File: config.mk
export PLATFORM = sky130hd
export DESIGN_NAME = tlb_miss_sequencer_flat
export DESIGN_NICKNAME = d
export VERILOG_FILES = /design/src/rtl/tlb_miss_sequencer_if.sv /design/src/rtl/tlb_miss_sequencer.sv /design/src/flat_wrapper.sv
export SDC_FILE = /design/constraint.sdc
export NUM_CORES = 1
export LEC_CHECK = 0
export CAP_MARGIN = 15
export CELL_PAD_IN_SITES_DETAIL_PLACEMENT = 1
export CELL_PAD_IN_SITES_GLOBAL_PLACEMENT = 1
export CORE_MARGIN = 1
export CORE_UTILIZATION = 27
export DETAILED_ROUTE_END_ITERATION = 6
export PLACE_DENSITY_LB_ADDON = 0.1
export SLEW_MARGIN = 40
export SYNTH_ARGS = -nofsm -noshare
export SYNTH_HDL_FRONTEND = slang
export SYNTH_SLANG_ARGS = --single-unit
File: constraint.sdc
create_clock -name clk -period 2.52 [get_ports clk]
set_input_delay 0.252 -clock clk [delete_from_list [all_inputs] [get_ports clk]]
set_output_delay 0.252 -clock clk [all_outputs]
set_load 0.02 [all_outputs]
File: src/rtl/tlb_miss_sequencer_if.sv
// Bundle between the ITLB/DTLB miss requesters, the shared page-table walker and the miss sequencer.
// The master modport is the sequencer's view; the slave modport is the TLB/PTW side.
interface tlb_miss_sequencer_if #(
   parameter int XLEN        = 64,
   parameter int SVMODE_BITS = 4
);
   logic [SVMODE_BITS-1:0] SATP_MODE;
   logic                   ITLBMiss;
   logic [XLEN-1:0]        IVAdr;
   logic                   DTLBMiss;
   logic [XLEN-1:0]        DVAdr;
   logic                   DIsStore;
   logic                   Flush;
   logic                   WalkReq;
   logic [XLEN-1:0]        WalkVAdr;
   logic                   WalkSel;
   logic                   WalkDone;
   logic                   WalkFault;
   logic                   ITLBDone;
   logic                   DTLBDone;
   logic                   InstrPageFault;
   logic                   LoadPageFault;
   logic                   StorePageFault;
   logic                   WalkTimeout;
   logic                   Busy;

   modport master (
      input  SATP_MODE, ITLBMiss, IVAdr, DTLBMiss, DVAdr, DIsStore, Flush,
      input  WalkDone, WalkFault,
      output WalkReq, WalkVAdr, WalkSel,
      output ITLBDone, DTLBDone, InstrPageFault, LoadPageFault, StorePageFault,
      output WalkTimeout, Busy
   );

   modport slave (
      output SATP_MODE, ITLBMiss, IVAdr, DTLBMiss, DVAdr, DIsStore, Flush,
      output WalkDone, WalkFault,
      input  WalkReq, WalkVAdr, WalkSel,
      input  ITLBDone, DTLBDone, InstrPageFault, LoadPageFault, StorePageFault,
      input  WalkTimeout, Busy
   );
endinterface

File: src/rtl/tlb_miss_sequencer.sv
// Round-robin arbiter of ITLB/DTLB misses onto the shared page-table walker, with canonical-address
// screening under Sv39/Sv48, a walk watchdog, and one-cycle done/fault pulses back to the requester.
module tlb_miss_sequencer #(
   parameter int                     XLEN        = 64,
   parameter int                     SVMODE_BITS = 4,
   parameter logic [SVMODE_BITS-1:0] SV39        = SVMODE_BITS'(8),
   parameter logic [SVMODE_BITS-1:0] SV48        = SVMODE_BITS'(9),
   parameter int                     TIMEOUT_CYC = 1024
) (
   input logic                   clk,
   input logic                   reset,
   tlb_miss_sequencer_if.master  bus
);

   localparam int                CNT_W    = (TIMEOUT_CYC > 2) ? $clog2(TIMEOUT_CYC) : 1;
   localparam logic [CNT_W-1:0]  CNT_LAST = CNT_W'(TIMEOUT_CYC - 1);

   typedef enum logic [1:0] {
      IDLE  = 2'd0,
      CHECK = 2'd1,
      WALK  = 2'd2,
      RESP  = 2'd3
   } state_t;

   state_t            state_q, state_d;
   logic              last_grant_q, last_grant_d;
   logic              sel_q, sel_d;
   logic              store_q, store_d;
   logic [XLEN-1:0]   vadr_q, vadr_d;
   logic [CNT_W-1:0]  cnt_q, cnt_d;
   logic              walk_req_q, walk_req_d;
   logic              itlb_done_q, itlb_done_d;
   logic              dtlb_done_q, dtlb_done_d;
   logic              ipf_q, ipf_d;
   logic              lpf_q, lpf_d;
   logic              spf_q, spf_d;
   logic              timeout_q, timeout_d;

   logic              grant;
   logic              resp_fire;
   logic              resp_fault;
   logic              resp_timeout;
   logic              screen_walk;
   logic              screen_fault;

   // Only a 64-bit datapath is screened; narrower builds walk every miss unconditionally.
   if (XLEN == 64) begin : g_screen
      logic canon39, canon48;
      assign canon39      = (&vadr_q[63:38]) | ~(|vadr_q[63:38]);
      assign canon48      = (&vadr_q[63:47]) | ~(|vadr_q[63:47]);
      assign screen_walk  = ((bus.SATP_MODE == SV39) & canon39) | ((bus.SATP_MODE == SV48) & canon48);
      assign screen_fault = ((bus.SATP_MODE == SV39) & ~canon39) | ((bus.SATP_MODE == SV48) & ~canon48);
   end else begin : g_noscreen
      assign screen_walk  = 1'b1;
      assign screen_fault = 1'b0;
   end

   always_comb begin
      state_d      = state_q;
      last_grant_d = last_grant_q;
      sel_d        = sel_q;
      store_d      = store_q;
      vadr_d       = vadr_q;
      cnt_d        = cnt_q;
      walk_req_d   = 1'b0;
      grant        = 1'b0;
      resp_fire    = 1'b0;
      resp_fault   = 1'b0;
      resp_timeout = 1'b0;

      if (bus.Flush) begin
         state_d = IDLE;
         cnt_d   = '0;
      end else begin
         unique case (state_q)
            IDLE: begin
               if (bus.ITLBMiss || bus.DTLBMiss) begin
                  grant        = (bus.ITLBMiss && bus.DTLBMiss) ? ~last_grant_q : bus.DTLBMiss;
                  last_grant_d = grant;
                  sel_d        = grant;
                  store_d      = grant & bus.DIsStore;
                  vadr_d       = grant ? bus.DVAdr : bus.IVAdr;
                  state_d      = CHECK;
               end
            end
            CHECK: begin
               if (screen_walk) begin
                  state_d    = WALK;
                  cnt_d      = '0;
                  walk_req_d = 1'b1;
               end else begin
                  state_d    = RESP;
                  resp_fire  = 1'b1;
                  resp_fault = screen_fault;
               end
            end
            WALK: begin
               // A completion arriving on the final watchdog cycle takes priority over the timeout.
               if (bus.WalkDone && walk_req_q) begin
                  state_d    = RESP;
                  resp_fire  = 1'b1;
                  resp_fault = bus.WalkFault;
               end else if (cnt_q == CNT_LAST) begin
                  state_d      = RESP;
                  resp_fire    = 1'b1;
                  resp_fault   = 1'b1;
                  resp_timeout = 1'b1;
               end else begin
                  cnt_d      = cnt_q + CNT_W'(1);
                  walk_req_d = 1'b1;
               end
            end
            RESP: begin
               state_d = IDLE;
            end
            default: begin
               state_d = IDLE;
            end
         endcase
      end

      itlb_done_d = resp_fire & ~sel_q & ~resp_fault;
      ipf_d       = resp_fire & ~sel_q &  resp_fault;
      dtlb_done_d = resp_fire &  sel_q & ~resp_fault;
      spf_d       = resp_fire &  sel_q &  resp_fault &  store_q;
      lpf_d       = resp_fire &  sel_q &  resp_fault & ~store_q;
      timeout_d   = resp_fire & resp_timeout;
   end

   always_ff @(posedge clk or posedge reset) begin
      if (reset) begin
         state_q      <= IDLE;
         last_grant_q <= 1'b0;
         sel_q        <= 1'b0;
         store_q      <= 1'b0;
         vadr_q       <= '0;
         cnt_q        <= '0;
         walk_req_q   <= 1'b0;
         itlb_done_q  <= 1'b0;
         dtlb_done_q  <= 1'b0;
         ipf_q        <= 1'b0;
         lpf_q        <= 1'b0;
         spf_q        <= 1'b0;
         timeout_q    <= 1'b0;
      end else begin
         state_q      <= state_d;
         last_grant_q <= last_grant_d;
         sel_q        <= sel_d;
         store_q      <= store_d;
         vadr_q       <= vadr_d;
         cnt_q        <= cnt_d;
         walk_req_q   <= walk_req_d;
         itlb_done_q  <= itlb_done_d;
         dtlb_done_q  <= dtlb_done_d;
         ipf_q        <= ipf_d;
         lpf_q        <= lpf_d;
         spf_q        <= spf_d;
         timeout_q    <= timeout_d;
      end
   end

   // Pulses are registered but squashed by a flush arriving in the response cycle itself.
   assign bus.ITLBDone       = itlb_done_q & ~bus.Flush;
   assign bus.DTLBDone       = dtlb_done_q & ~bus.Flush;
   assign bus.InstrPageFault = ipf_q       & ~bus.Flush;
   assign bus.LoadPageFault  = lpf_q       & ~bus.Flush;
   assign bus.StorePageFault = spf_q       & ~bus.Flush;
   assign bus.WalkTimeout    = timeout_q   & ~bus.Flush;
   assign bus.WalkReq        = walk_req_q;
   assign bus.WalkVAdr       = vadr_q;
   assign bus.WalkSel        = sel_q;
   assign bus.Busy           = (state_q != IDLE);

endmodule
File: src/flat_wrapper.sv
// flat-port wrapper written by rule: the top's interface ports become plain ports
module tlb_miss_sequencer_flat 
#(
   parameter int                     XLEN        = 64,
   parameter int                     SVMODE_BITS = 4,
   parameter logic [SVMODE_BITS-1:0] SV39        = SVMODE_BITS'(8),
   parameter logic [SVMODE_BITS-1:0] SV48        = SVMODE_BITS'(9),
   parameter int                     TIMEOUT_CYC = 1024
)
  (clk, reset, bus_SATP_MODE, bus_ITLBMiss, bus_IVAdr, bus_DTLBMiss, bus_DVAdr, bus_DIsStore, bus_Flush, bus_WalkDone, bus_WalkFault, bus_WalkReq, bus_WalkVAdr, bus_WalkSel, bus_ITLBDone, bus_DTLBDone, bus_InstrPageFault, bus_LoadPageFault, bus_StorePageFault, bus_WalkTimeout, bus_Busy);
  tlb_miss_sequencer_if #(.XLEN(XLEN), .SVMODE_BITS(SVMODE_BITS)) bus_i ();
  input logic clk;
  input logic reset;
  input wire logic [$bits(bus_i.SATP_MODE)-1:0] bus_SATP_MODE;
  input wire logic [$bits(bus_i.ITLBMiss)-1:0] bus_ITLBMiss;
  input wire logic [$bits(bus_i.IVAdr)-1:0] bus_IVAdr;
  input wire logic [$bits(bus_i.DTLBMiss)-1:0] bus_DTLBMiss;
  input wire logic [$bits(bus_i.DVAdr)-1:0] bus_DVAdr;
  input wire logic [$bits(bus_i.DIsStore)-1:0] bus_DIsStore;
  input wire logic [$bits(bus_i.Flush)-1:0] bus_Flush;
  input wire logic [$bits(bus_i.WalkDone)-1:0] bus_WalkDone;
  input wire logic [$bits(bus_i.WalkFault)-1:0] bus_WalkFault;
  output wire logic [$bits(bus_i.WalkReq)-1:0] bus_WalkReq;
  output wire logic [$bits(bus_i.WalkVAdr)-1:0] bus_WalkVAdr;
  output wire logic [$bits(bus_i.WalkSel)-1:0] bus_WalkSel;
  output wire logic [$bits(bus_i.ITLBDone)-1:0] bus_ITLBDone;
  output wire logic [$bits(bus_i.DTLBDone)-1:0] bus_DTLBDone;
  output wire logic [$bits(bus_i.InstrPageFault)-1:0] bus_InstrPageFault;
  output wire logic [$bits(bus_i.LoadPageFault)-1:0] bus_LoadPageFault;
  output wire logic [$bits(bus_i.StorePageFault)-1:0] bus_StorePageFault;
  output wire logic [$bits(bus_i.WalkTimeout)-1:0] bus_WalkTimeout;
  output wire logic [$bits(bus_i.Busy)-1:0] bus_Busy;
  assign bus_i.SATP_MODE = bus_SATP_MODE;
  assign bus_i.ITLBMiss = bus_ITLBMiss;
  assign bus_i.IVAdr = bus_IVAdr;
  assign bus_i.DTLBMiss = bus_DTLBMiss;
  assign bus_i.DVAdr = bus_DVAdr;
  assign bus_i.DIsStore = bus_DIsStore;
  assign bus_i.Flush = bus_Flush;
  assign bus_i.WalkDone = bus_WalkDone;
  assign bus_i.WalkFault = bus_WalkFault;
  assign bus_WalkReq = bus_i.WalkReq;
  assign bus_WalkVAdr = bus_i.WalkVAdr;
  assign bus_WalkSel = bus_i.WalkSel;
  assign bus_ITLBDone = bus_i.ITLBDone;
  assign bus_DTLBDone = bus_i.DTLBDone;
  assign bus_InstrPageFault = bus_i.InstrPageFault;
  assign bus_LoadPageFault = bus_i.LoadPageFault;
  assign bus_StorePageFault = bus_i.StorePageFault;
  assign bus_WalkTimeout = bus_i.WalkTimeout;
  assign bus_Busy = bus_i.Busy;
  tlb_miss_sequencer #(.XLEN(XLEN), .SVMODE_BITS(SVMODE_BITS), .SV39(SV39), .SV48(SV48), .TIMEOUT_CYC(TIMEOUT_CYC)) u_core (.clk(clk), .reset(reset), .bus(bus_i));
endmodule
**Word-level counts from Yosys, hierarchy flattened**

Index checks and enable logic that the tools add are counted.

- $add $sub $neg: 1
- Equal/unequal tests: 11
- Muxes and demuxes: 30
- Bitwise operators: 32
- Reduce and logical (&&, ||, !) cells: 13

Operator list:

| cell | number |
|---|---|
| $mux 64 | 1 |
| $mux 10 | 4 |
| $reduce_and 26->1 | 1 |
| $reduce_or 26->1 | 1 |
| $and 1x1->1 | 20 |
| $pmux 10 s2 | 1 |
| $reduce_and 17->1 | 1 |
| $reduce_or 17->1 | 1 |
| $mux 1 | 16 |
| $add 10x1->10 const B | 1 |
| $eq 10x10->1 const B | 1 |
| $eq 4x4->1 const B | 2 |
| $mux 2 | 4 |
| $not 1->1 | 8 |
| $pmux 2 s4 | 1 |
| $ne 3x2->1 const B | 2 |
| $ne 3x3->1 const B | 2 |
| $pmux 1 s2 | 3 |
| $eq 2x2->1 const B | 2 |
| $ne 4x2->1 const B | 1 |
| $or 1x1->1 | 4 |
| $reduce_and 4->1 | 1 |
| $reduce_and 3->1 | 1 |
| $reduce_bool 3->1 | 1 |
| 6 further kinds | 7 |

- Flip-flop bits (word level): 85
- Bits of input ports: 140
- Output and inout port bits: 73
- Logic and storage cells: 99

**Longest topological paths before layout**

- Depth after elaboration: 11
- Gate-level depth with buffers: 9
- Mapped depth without buffers: 8

**Worst setup path before layout**

OpenSTA, ideal clock, no wires.

- Kind: register -> register
- Start point: reg u_core.vadr_q[56], in the netlist u_core.bus.WalkVAdr[56]
- End point: reg u_core.cnt_q[2]
- Setup time: 0.121 ns
- Arrival: 2.080 ns
- Data required time: 2.399 ns
- Slack: 0.318 ns
- Stages on the path, launching flop included: 7
- Buffers on the path: 0
- Period minus slack after synthesis: 2.202 ns
- Path through: dfrtp_1 > nand4_1 > or4_1 > o221a_1 > and3_4 > or3_1 > o2bb2ai_1

- Cells in the longest elaborated chain, start to end: 7
- Elaborated cells between the ends (all ways): 13
- Classes of those cells: 1 x eq/ne; 7 x bitwise; 5 x reduce/logical

RTL lines:

| element | RTL line | RTL |
|---|---|---|
| start, declared | tlb_miss_sequencer.sv:29 | `logic [XLEN-1:0] vadr_q, vadr_d;` |
| start signal, assigned | tlb_miss_sequencer.sv:150 | `vadr_q <= vadr_d;` |
| $reduce_or 26->1 / $reduce_or 17->1 (equally long branches) | tlb_miss_sequencer.sv:49, tlb_miss_sequencer.sv:50 |  |
| $not 1->1, on equally long branches | tlb_miss_sequencer.sv:49, tlb_miss_sequencer.sv:50 |  |
| $or 1x1->1, on equally long branches | tlb_miss_sequencer.sv:49, tlb_miss_sequencer.sv:50 |  |
| $and 1x1->1 | tlb_miss_sequencer.sv:51 | `assign screen_walk = ((bus.SATP_MODE == SV39) & canon39) \| ((bus.SATP_MODE == SV48) & canon48);` |
| $or 1x1->1 * | tlb_miss_sequencer.sv:51 |  |
| $ne 3x2->1 (no line) * | - |  |
| $reduce_and 4->1 (no line) * | - |  |
| end signal, assigned | tlb_miss_sequencer.sv:151 | `cnt_q <= cnt_d;` |
| end, declared | tlb_miss_sequencer.sv:30 | `logic [CNT_W-1:0] cnt_q, cnt_d;` |

Every way passes the cells marked *; elsewhere a longest branch is shown, timed or not.
A chain may end at the register's enable or synchronous reset.

**Worst setup path after layout**

- Start point: reg u_core.cnt_q[0]
- End point: reg u_core.state_q[0]

- Cells in the longest elaborated chain, start to end: 3

RTL lines:

| element | RTL line | RTL |
|---|---|---|
| $eq 10x10->1 | tlb_miss_sequencer.sv:103 | `end else if (cnt_q == CNT_LAST) begin` |
| $ne 4x2->1 (no line) | - |  |
| $reduce_and 2->1 (no line) | - |  |
| end signal, assigned | tlb_miss_sequencer.sv:146 | `state_q <= state_d;` |
| end, declared | tlb_miss_sequencer.sv:25 | `state_t state_q, state_d;` |

Every way passes these cells.

==> qor.yml <==
syn-cell-area_sq_um: 4310
cp.depth: 7
r2r_start: "u_core.cnt_q[0]$_DFFE_PP0P_"
synthAdderAreaFrac_pct: 1.16
setup_viol: 0
drtIter0Drc: 243
tightestPinTransition_ns: 0.507
slowest_stage: "dfrtp_1"
max_freq_mhz: 431
ant_nets: 0
yosys.area.top_type_share_pct: 49.4
io_pins: 213
die_h_um: 128
worstSetupStartpoint: "u_core.cnt_q[0]$_DFFE_PP0P_"
maxCapViolations: 0
htree_levels: 3
via_per_inst: 4.80
post_cts_resized: 0
cts_sinks: 85
critPathBufInv: 0
p_per_area_nw_per_um2: 1030
cts_hold_buf: 0
p_leak_uw: 0.00284
start_util_pct: 28.0
synth-main-ff-cell: "dfrtp_1"
cp.arrival_ns: 2.55
hpwl_um: 11200
drive_above_1_share_pct: 5.71
die-area_sq_um: 16500
vdd_drop_max_v: 0.000420
hold_violations: 0
cts_root_buffer: "clkbuf_16"
rows: 45
synth.area.mux_share_pct: 15.6
criticalPathCategory: "register to register"
cts_tree: "yes"
layout_common_cells: "clkdlybuf4s50_1, dfrtp_1, nor2_1"
grt_max_degree: 86
synthCells: 447
yosys.area_share.simple_pct: 16.5
synth-warning-count: 0
synth_top_family_by_area: "simple AND/OR/NAND/NOR gates"
cp-end-kind: "register"
cp_data_required_time_ns: 2.75
drtPass1Iterations: 4
clk_pin_slew_ns: 0.06
async_flop_share_pct: 100
post-route-period-util_pct: 92.0
max_slew_margin_pct: 66.2
reg2reg_to: "u_core.state_q[0]$_DFFE_PP0P_"
path_delay_family: "simple AND/OR/NAND/NOR gates"
grt-ovfl-total: 0
dr_total_vias: 4204
synth_compound_area_share_pct: 13.9
synth_area_leaders: "dfrtp_1, mux2i_1, a21oi_1"
fin_ws_ns: 0.202
wl_um: 14800
ys_types: 44
hold_class: "input port to async pin"
reg2regPathDepth: 7
post_drt_wl_per_cell_um: 16.9
slowest_delay_ns: 0.44
final_common_cell: "clkdlybuf4s50_1"
utilization_pct: 46.1
fillers: 1699
largest_register_ffs: 64
rsz0062_at_grt: "no"
core_area_sq_um: 15400
ys_seq_area_share_pct: 49.4
portBuffers: 212
nNetsFinal: 805
antenna_found_initial: 0
start_kind: "register"
die_w_um: 128
avgSynthCellArea_sq_um: 9.64
crit_end: "u_core.state_q[0]$_DFFE_PP0P_"
antennaDiodeCount: 0
crit_fanout: 6
crit_path_cell_trace: "ha_1, nand2_1, nor3_1, nand3_1, and3_1, a21oi_1, mux2_2"
ys_ff_latch: 85
cts_setup_buffers: 0
synth_xor_area_share_pct: 0
grt_pass1_wl_um: 23200
place_ws_ns: -0.0307
report.final.slew_viol_count: 0
syn_nets: 591
areaGrowthSynthToFinish_pct: 64.5
period_minus_slack_ns: 2.32
synth-edff-count: 0
finClkSkew_ns: 0.00509
grt_pass1_vias: 4361
routabilityCongestion: 0.833
cts_buffer_depth: 2
power_uw: 7270
grt.total_usage_pct: 18.6
rrSetupSlack_ns: 0.20
clock_latency_ns: 0.35
synth_largest_area_cell: "dfrtp_1"
cts_buffers: 9
outcome: "complete, no violations"
remaining_drc_errors: 0
[layer usage]
layer	GRT usage [%]	vias up	share of wire, %
li1	-	2035	-
met1	21.7	2019	42
met2	32.2	138	49
met3	5.65	12	7.7
met4	6.64	0	1.4
met5	0	-	0
[stage by stage]
step	hold slack (ns)	TNS, ns	cells	area [sq um]
after CTS	0.366	0	876	7090
final	0.300	0	876	7090
after floorplan	0.356	0	447	4310
after global placement	0.417	0	861	6790
after detailed placement	0.436	-0.0307	861	6790
after global routing	0.393	0	876	7090
[cells by family after synthesis]
family | count (synthesis)
muxes | 67
adders and majority gates | 4
AOI/OAI and AO/OA | 106
buffers and inverters | 35
and+or+nand+nor | 150
DFF | 85
[worst min path at each step]
stage / start / to / depth (start not counted)
floorplan: bus_ITLBMiss / u_core.last_grant_q$_DFFE_PP0P_ / 1
global placement: u_core.store_q$_DFFE_PP0P_ / u_core.lpf_q$_DFF_PP0_ / 1
detailed placement: u_core.store_q$_DFFE_PP0P_ / u_core.lpf_q$_DFF_PP0_ / 1
CTS: reset / u_core.bus.WalkVAdr[10]$_DFFE_PP0P_ / 3
global route: reset / u_core.bus.WalkVAdr[17]$_DFFE_PP0P_ / 3
finish: reset / u_core.bus.WalkVAdr[17]$_DFFE_PP0P_ / 3
[area by class of cell]
class	instances	area, sq um	share of cell area, %
clock buffers	14	264	3.72
clock inverters	1	30.0	0.424
inverters	8	31.3	0.441
multi-input cells	327	2050	28.9
flip-flops and latches	85	2130	30.0
well taps	211	264	3.72
repair buffers	230	2320	32.7
[worst register-to-register path: cells and delay by family (launching register included)]
kind | cells | cell delay, ns
AOI/OAI and AO/OA | 1 | 0.29
adders and majority gates | 1 | 0.25
DFF | 1 | 0.44
muxes | 1 | 0.37
and+or+nand+nor | 4 | 0.85
[synth_stat cells (2+ instances only)]
cell,number
a31oi_1,12
nand3b_1,2
clkbuf_1,13
buf_1,7
and3_1,6
inv_1,7
ha_1,4
nand2_1,10
dfrtp_1,85
nand4_1,8
nor4_1,8
o21ai_0,7
nand3_1,14
buf_2,6
a21oi_1,71
mux2_2,2
a211oi_1,2
nor2_1,76
mux2i_1,65
nor2b_1,7
nor3_1,8
or3_1,3
nand2b_1,3
[report_power, final]
part / leakage (uW) / switching [uW] / internal (uW)
registers: 0.000988 / 429 / 1900
clock network: 0.000143 / 543 / 819
logic: 0.00171 / 1890 / 1680
total: 0.00284 / 2860 / 4410
Note: power is estimated with default switching activity, not from simulation.
